[src/rtl/param_fifo_if.sv]
// Port bundle for param_fifo: producer/consumer requests plus FIFO status.
// err_cnt exists only when PFIFO_ERR_CNT_EN is defined.
interface param_fifo_if #(
  parameter int WIDTH = 8,
  parameter int DEPTH = 16
);
  localparam int AW = $clog2(DEPTH);

  // Handshake: wen/ren are requests with no ready; the FIFO decides acceptance
  // from its pre-edge count. rdata is qualified by rvalid for exactly one cycle,
  // and rejected requests are reported by the overflow/underflow pulses.
  logic             wen;
  logic [WIDTH-1:0] wdata;
  logic             ren;
  logic [WIDTH-1:0] rdata;
  logic             rvalid;
  logic [AW:0]      count;
  logic             full;
  logic             empty;
  logic             almost_full;
  logic             almost_empty;
  logic             overflow;
  logic             underflow;
`ifdef PFIFO_ERR_CNT_EN
  logic [7:0]       err_cnt;
`endif

  modport master (
    output wen, wdata, ren,
    input  rdata, rvalid, count, full, empty, almost_full, almost_empty,
           overflow, underflow
`ifdef PFIFO_ERR_CNT_EN
    , input err_cnt
`endif
  );

  modport slave (
    input  wen, wdata, ren,
    output rdata, rvalid, count, full, empty, almost_full, almost_empty,
           overflow, underflow
`ifdef PFIFO_ERR_CNT_EN
    , output err_cnt
`endif
  );
endinterface

[src/rtl/param_fifo.sv]
// Parametrised single-clock FIFO with registered read port and drop/overwrite policy at full.
// Optional saturating error counter enabled by defining PFIFO_ERR_CNT_EN.
module param_fifo #(
  parameter int WIDTH     = 8,
  parameter int DEPTH     = 16,
  parameter int OVERWRITE = 0,
  parameter int AF_THRESH = DEPTH - 2,
  parameter int AE_THRESH = 1
) (
  input  logic         clk,
  input  logic         rst,
  param_fifo_if.slave  bus
);
  localparam int AW = $clog2(DEPTH);
  localparam logic [AW:0] FULL_CNT = (AW+1)'(DEPTH);
  localparam logic [AW:0] AF_CNT   = (AW+1)'(AF_THRESH);
  localparam logic [AW:0] AE_CNT   = (AW+1)'(AE_THRESH);

  logic [WIDTH-1:0] mem [DEPTH];
  logic [AW-1:0]    wptr, rptr;
  logic [AW:0]      cnt;
  logic [WIDTH-1:0] rdata_q;
  logic             rvalid_q, ovf_q, unf_q;

  logic is_full, is_empty, rd_acc, wr_acc, wr_evict, ovf_ev, unf_ev;

  always_comb begin
    is_full  = (cnt == FULL_CNT);
    is_empty = (cnt == '0);
    rd_acc   = bus.ren && !is_empty;
    wr_acc   = bus.wen && (!is_full || rd_acc || (OVERWRITE != 0));
    // A write into a full FIFO without a read must push the oldest entry out.
    wr_evict = wr_acc && is_full && !rd_acc;
    ovf_ev   = bus.wen && is_full && !rd_acc;
    unf_ev   = bus.ren && is_empty;
  end

  always_ff @(posedge clk) begin
    if (!rst && wr_acc) mem[wptr] <= bus.wdata;
  end

  always_ff @(posedge clk) begin
    if (rst) begin
      wptr     <= '0;
      rptr     <= '0;
      cnt      <= '0;
      rdata_q  <= '0;
      rvalid_q <= 1'b0;
      ovf_q    <= 1'b0;
      unf_q    <= 1'b0;
    end else begin
      rvalid_q <= rd_acc;
      ovf_q    <= ovf_ev;
      unf_q    <= unf_ev;
      if (rd_acc) rdata_q <= mem[rptr];
      if (wr_acc) wptr <= wptr + 1'b1;
      if (rd_acc || wr_evict) rptr <= rptr + 1'b1;
      if (wr_acc && !rd_acc && !is_full) cnt <= cnt + 1'b1;
      else if (rd_acc && !wr_acc)        cnt <= cnt - 1'b1;
    end
  end

  assign bus.rdata        = rdata_q;
  assign bus.rvalid       = rvalid_q;
  assign bus.count        = cnt;
  assign bus.full         = is_full;
  assign bus.empty        = is_empty;
  assign bus.almost_full  = (cnt >= AF_CNT);
  assign bus.almost_empty = (cnt <= AE_CNT);
  assign bus.overflow     = ovf_q;
  assign bus.underflow    = unf_q;

`ifdef PFIFO_ERR_CNT_EN
  logic [7:0] err_q;

  always_ff @(posedge clk) begin
    if (rst) err_q <= '0;
    else if ((ovf_ev || unf_ev) && err_q != 8'hFF) err_q <= err_q + 8'd1;
  end

  assign bus.err_cnt = err_q;
`endif
endmodule

[src/flat_wrapper.sv]
// flat-port wrapper written by rule: the top's interface ports become plain ports
module param_fifo_flat 
#(
  parameter int WIDTH     = 8,
  parameter int DEPTH     = 16,
  parameter int OVERWRITE = 0,
  parameter int AF_THRESH = DEPTH - 2,
  parameter int AE_THRESH = 1
)
  (clk, rst, bus_wen, bus_wdata, bus_ren, bus_rdata, bus_rvalid, bus_count, bus_full, bus_empty, bus_almost_full, bus_almost_empty, bus_overflow, bus_underflow);
  param_fifo_if #(.WIDTH(WIDTH), .DEPTH(DEPTH)) bus_i ();
  input  logic clk;
  input  logic rst;
  input wire logic [$bits(bus_i.wen)-1:0] bus_wen;
  input wire logic [$bits(bus_i.wdata)-1:0] bus_wdata;
  input wire logic [$bits(bus_i.ren)-1:0] bus_ren;
  output wire logic [$bits(bus_i.rdata)-1:0] bus_rdata;
  output wire logic [$bits(bus_i.rvalid)-1:0] bus_rvalid;
  output wire logic [$bits(bus_i.count)-1:0] bus_count;
  output wire logic [$bits(bus_i.full)-1:0] bus_full;
  output wire logic [$bits(bus_i.empty)-1:0] bus_empty;
  output wire logic [$bits(bus_i.almost_full)-1:0] bus_almost_full;
  output wire logic [$bits(bus_i.almost_empty)-1:0] bus_almost_empty;
  output wire logic [$bits(bus_i.overflow)-1:0] bus_overflow;
  output wire logic [$bits(bus_i.underflow)-1:0] bus_underflow;
  assign bus_i.wen = bus_wen;
  assign bus_i.wdata = bus_wdata;
  assign bus_i.ren = bus_ren;
  assign bus_rdata = bus_i.rdata;
  assign bus_rvalid = bus_i.rvalid;
  assign bus_count = bus_i.count;
  assign bus_full = bus_i.full;
  assign bus_empty = bus_i.empty;
  assign bus_almost_full = bus_i.almost_full;
  assign bus_almost_empty = bus_i.almost_empty;
  assign bus_overflow = bus_i.overflow;
  assign bus_underflow = bus_i.underflow;
  param_fifo #(.WIDTH(WIDTH), .DEPTH(DEPTH), .OVERWRITE(OVERWRITE), .AF_THRESH(AF_THRESH), .AE_THRESH(AE_THRESH)) u_core (.clk(clk), .rst(rst), .bus(bus_i));
endmodule
[config.mk]
export PLATFORM = sky130hd
export DESIGN_NAME = param_fifo_flat
export DESIGN_NICKNAME = d
export VERILOG_FILES = /design/src/rtl/param_fifo_if.sv /design/src/rtl/param_fifo.sv /design/src/flat_wrapper.sv
export SDC_FILE = /design/constraint.sdc
export NUM_CORES = 1
export LEC_CHECK = 0
export ABC_AREA = 0
export BUFFER_PORTS_ARGS = -buffer_cell sky130_fd_sc_hd__buf_2
export CORE_MARGIN = 5
export CORE_UTILIZATION = 42
export CTS_CLUSTER_SIZE = 10
export DETAILED_ROUTE_END_ITERATION = 8
export GPL_TIMING_DRIVEN = 0
export PLACE_DENSITY = 0.7
export SLEW_MARGIN = 5
export SYNTH_ARGS = -nofsm -noshare
export SYNTH_HDL_FRONTEND = slang
export SYNTH_SLANG_ARGS = --single-unit
[constraint.sdc]
create_clock -name clk -period 2.9 [get_ports clk]
set_clock_uncertainty 0.2 [all_clocks]
set_input_delay 0.145 -clock clk [delete_from_list [all_inputs] [get_ports clk]]
set_output_delay 0.145 -clock clk [all_outputs]
set_load 0.05 [all_outputs]
==> impl_metrics.ini <==
[grt]
overflow = 0
grt_pass1_wl_mm = 20.9
grt_antenna_before_repair = 0
grt_pass1_vias = 3478
grt_usage_pct = 15.9
grt_max_degree = 17

[synthesis]
yosys_register_bits = 152
syn_area_um2 = 6180
ys_seq_area_share_pct = 69.9
syn_inst = 351
syn_nets = 373
synth.area.top_cells = edfxtp_1 (62%), mux4_2 (12%), dfxtp_1 (7.8%)
synth_top_area_share_pct = 62.2
ys.flop_type = edfxtp_1
yosys.area.top_type = edfxtp_1
yosys-top-cells-count = edfxtp_1 (128), mux4_2 (32), nor2_1 (27), dfxtp_1 (24), mux2i_1 (17)
ys_async_sr_fraction_pct = 0
synth_enable_flop_cells = 128
synth_most_common_cell = edfxtp_1
avgSynthCellArea_um2 = 17.6
synth.distinct_cells = 41
yosysWarnings = 0

[route]
drtPass1Iterations = 5
ant_nets = 0
drt_iter0_drc = 329
drt-total-wl_mm = 13.4
drc = 0
vias = 3422
wl_per_cell_um = 22.0
viasPerCell = 5.60

[pwr]
power.total_mw = 6.29
irDropWorstVdd_mv = 0.479
p_per_area_nw_per_um2 = 837
p_leak_nw = 2.47

[floorplanning]
fp.dieH_um = 131
num_rows = 44
start_util_pct = 42.7
die_w_um = 131
num_io_pins = 32
dieArea_um2 = 17200
core_um2 = 14500

[flow_run]
cap_violations = 0

[finish]
fin_cells = 611
final_util_pct = 51.9
area_growth_pct = 21.4
nNetsFinal = 436
drive_above_1_share_pct = 32.1
antenna_cells = 0

[timing]
max_slew.worst_pin.slew_ns = 0.804
fin_tns_setup_ns = 0
slew_headroom_pct = 46.4
slew_viol_final = 0
fin_crit_sh_pct = 99.3
fin_crit_ns = 2.88
setup_viol = 0
fmax_ghz = 0.347
hold_violations = 0
rsz0062_at_grt = true

[placement]
gp_congestion = 0.879
numPortBuffers = 28
dp_hpwl_mm = 8.55
dp_cells = 563

[clocking]
clk_pin_slew_ns = 0.06
clock_latency_ns = 0.43
cts_tree = built
clockRootBuffer = clkbuf_16
clockBufferDepth = 2
cts.sinks = 152
cts_made_buffers = 17
htreeDepth = 4

[worst_setup_path]
cp_max_fo = 9
worst-endpoint-required_ns = 2.84
crit_type = flip-flop to flip-flop
cp_cell_sequence = inv_1 > ha_1 > nand4bb_1 > inv_1 > a211oi_2 > nand2_1 > nor3_4 > buf_12
max_stage_delay_ns = 0.42
endpoint_kind = flip-flop
crit_slowest_cell = dfxtp_2
cp_common_cell = inv_1
start_kind = flip-flop
cp.arrival_ns = 2.82

[worst_hold_path]
min_path_type = flip-flop to flip-flop

[outcome]
status = finished, final reports clean
per-layer routing:
| layer | track usage (%) | vias up | part of all wire [%] |
|---|---|---|---|
| met5 | 0 | - | 0 |
| met4 | 5.54 | 0 | 2.1 |
| met3 | 5.20 | 16 | 7.7 |
| met2 | 23.0 | 131 | 46 |
| met1 | 22.7 | 1752 | 44 |
| li1 | - | 1523 | - |
worst paths after layout:
| path | slack (ns) | endpoint | startpoint | cells past startpoint |
|---|---|---|---|---|
| hold / removal | 0.34 | u_core.bus.rdata[6]$_SDFFE_PP0P_ | u_core.bus.rdata[6]$_SDFFE_PP0P_ | 2 |
| setup / recovery | 0.02 | u_core.mem[1][4]$_DFFE_PP_ | u_core.bus.count[1]$_SDFFE_PP0P_ | 8 |
| setup reg to reg | 0.02 | u_core.mem[1][4]$_DFFE_PP_ | u_core.bus.count[1]$_SDFFE_PP0P_ | 8 |
| hold reg to reg | 0.34 | u_core.bus.rdata[6]$_SDFFE_PP0P_ | u_core.bus.rdata[6]$_SDFFE_PP0P_ | 2 |
cells in the final DEF, fill, tap and decap left out, types with 5 or more instances in the layout:
master / synthesis / layout
nor3_1: 11 / 7
edfxtp_1: 128 / 128
a21oi_1: 5 / 5
mux2i_1: 17 / 17
nand2_1: 11 / 10
clkbuf_16: 0 / 17
dfxtp_1: 24 / 21
mux4_2: 32 / 32
buf_4: 4 / 6
clkbuf_1: 6 / 8
nor2_1: 27 / 15
dlygate4sd3_1: 0 / 11
ha_1: 10 / 10
nor2_4: 0 / 12
inv_1: 6 / 6
o21bai_1: 9 / 9
buf_2: 4 / 32
a221oi_1: 9 / 9
buf_6: 5 / 5
metrics by stage:
| stage | setup slack (ns) | instance area (um^2) | hold WS (ns) |
|---|---|---|---|
| floorplan | -0.0620 | 6210 | 0.0439 |
| global placement | -0.226 | 6580 | 0.316 |
| detailed placement | -0.323 | 6580 | 0.319 |
| CTS | 0.0251 | 7440 | 0.339 |
| global route | -0.187 | 7510 | 0.361 |
| finish | 0.0206 | 7510 | 0.343 |
repair_timing:
item                                    in CTS  in global routing
pin swaps                                    2                  2
endpoints found under the hold margin      142                  0
buffers inserted                             3                  2
gates resized for setup                     24                  6
endpoints found under the setup margin     128                 96
hold buffers                                11                  0
power by group:
group          total, mW  internal (mW)  switching, mW
clock               2.34           1.45          0.894
sequential          2.53           2.46         0.0706
combinational       1.41          0.515          0.894
cell families (layout without fill, tap and decap cells):
group / count (synthesis) / count (layout) / synth area share (%)
AOI/OAI and AO/OA: 36 / 36 / 4.35
xor gates and xnor gates: 6 / 6 / 0.850
adders and majority gates: 10 / 10 / 2.02
buffers and inverters: 29 / 105 / 2.79
DFF: 152 / 152 / 69.9
muxes: 51 / 51 / 14.8
and+or+nand+nor: 67 / 67 / 5.28
flip-flops by register name, indices dropped and copies added, names as in the netlist:
signal,count
u_core.mem,128
u_core.bus.overflow,1
u_core.bus.count,5
u_core.bus.rdata,8
u_core.wptr,4
u_core.bus.rvalid,1
u_core.bus.underflow,1
u_core.rptr,4
worst max-delay path, delay by kind of cell, from the launching register on:
| kind | cells | cell delay, ns |
|---|---|---|
| buf+inv | 3 | 0.42 |
| simple gates | 3 | 0.93 |
| flops | 1 | 0.42 |
| compound gates | 1 | 0.40 |
| fa+ha+maj | 1 | 0.23 |
area by class of cell:
class | instances | area (um^2)
tap | 184 | 230
sequential | 152 | 4330
buffer | 21 | 138
timing repair buffer | 44 | 325
inverter | 8 | 35.0
multi-input combinational | 170 | 1830
clock inverter | 13 | 190
clock buffer | 19 | 433
fill | 1153 | 6970
Note: power is estimated with default switching activity, not from simulation.
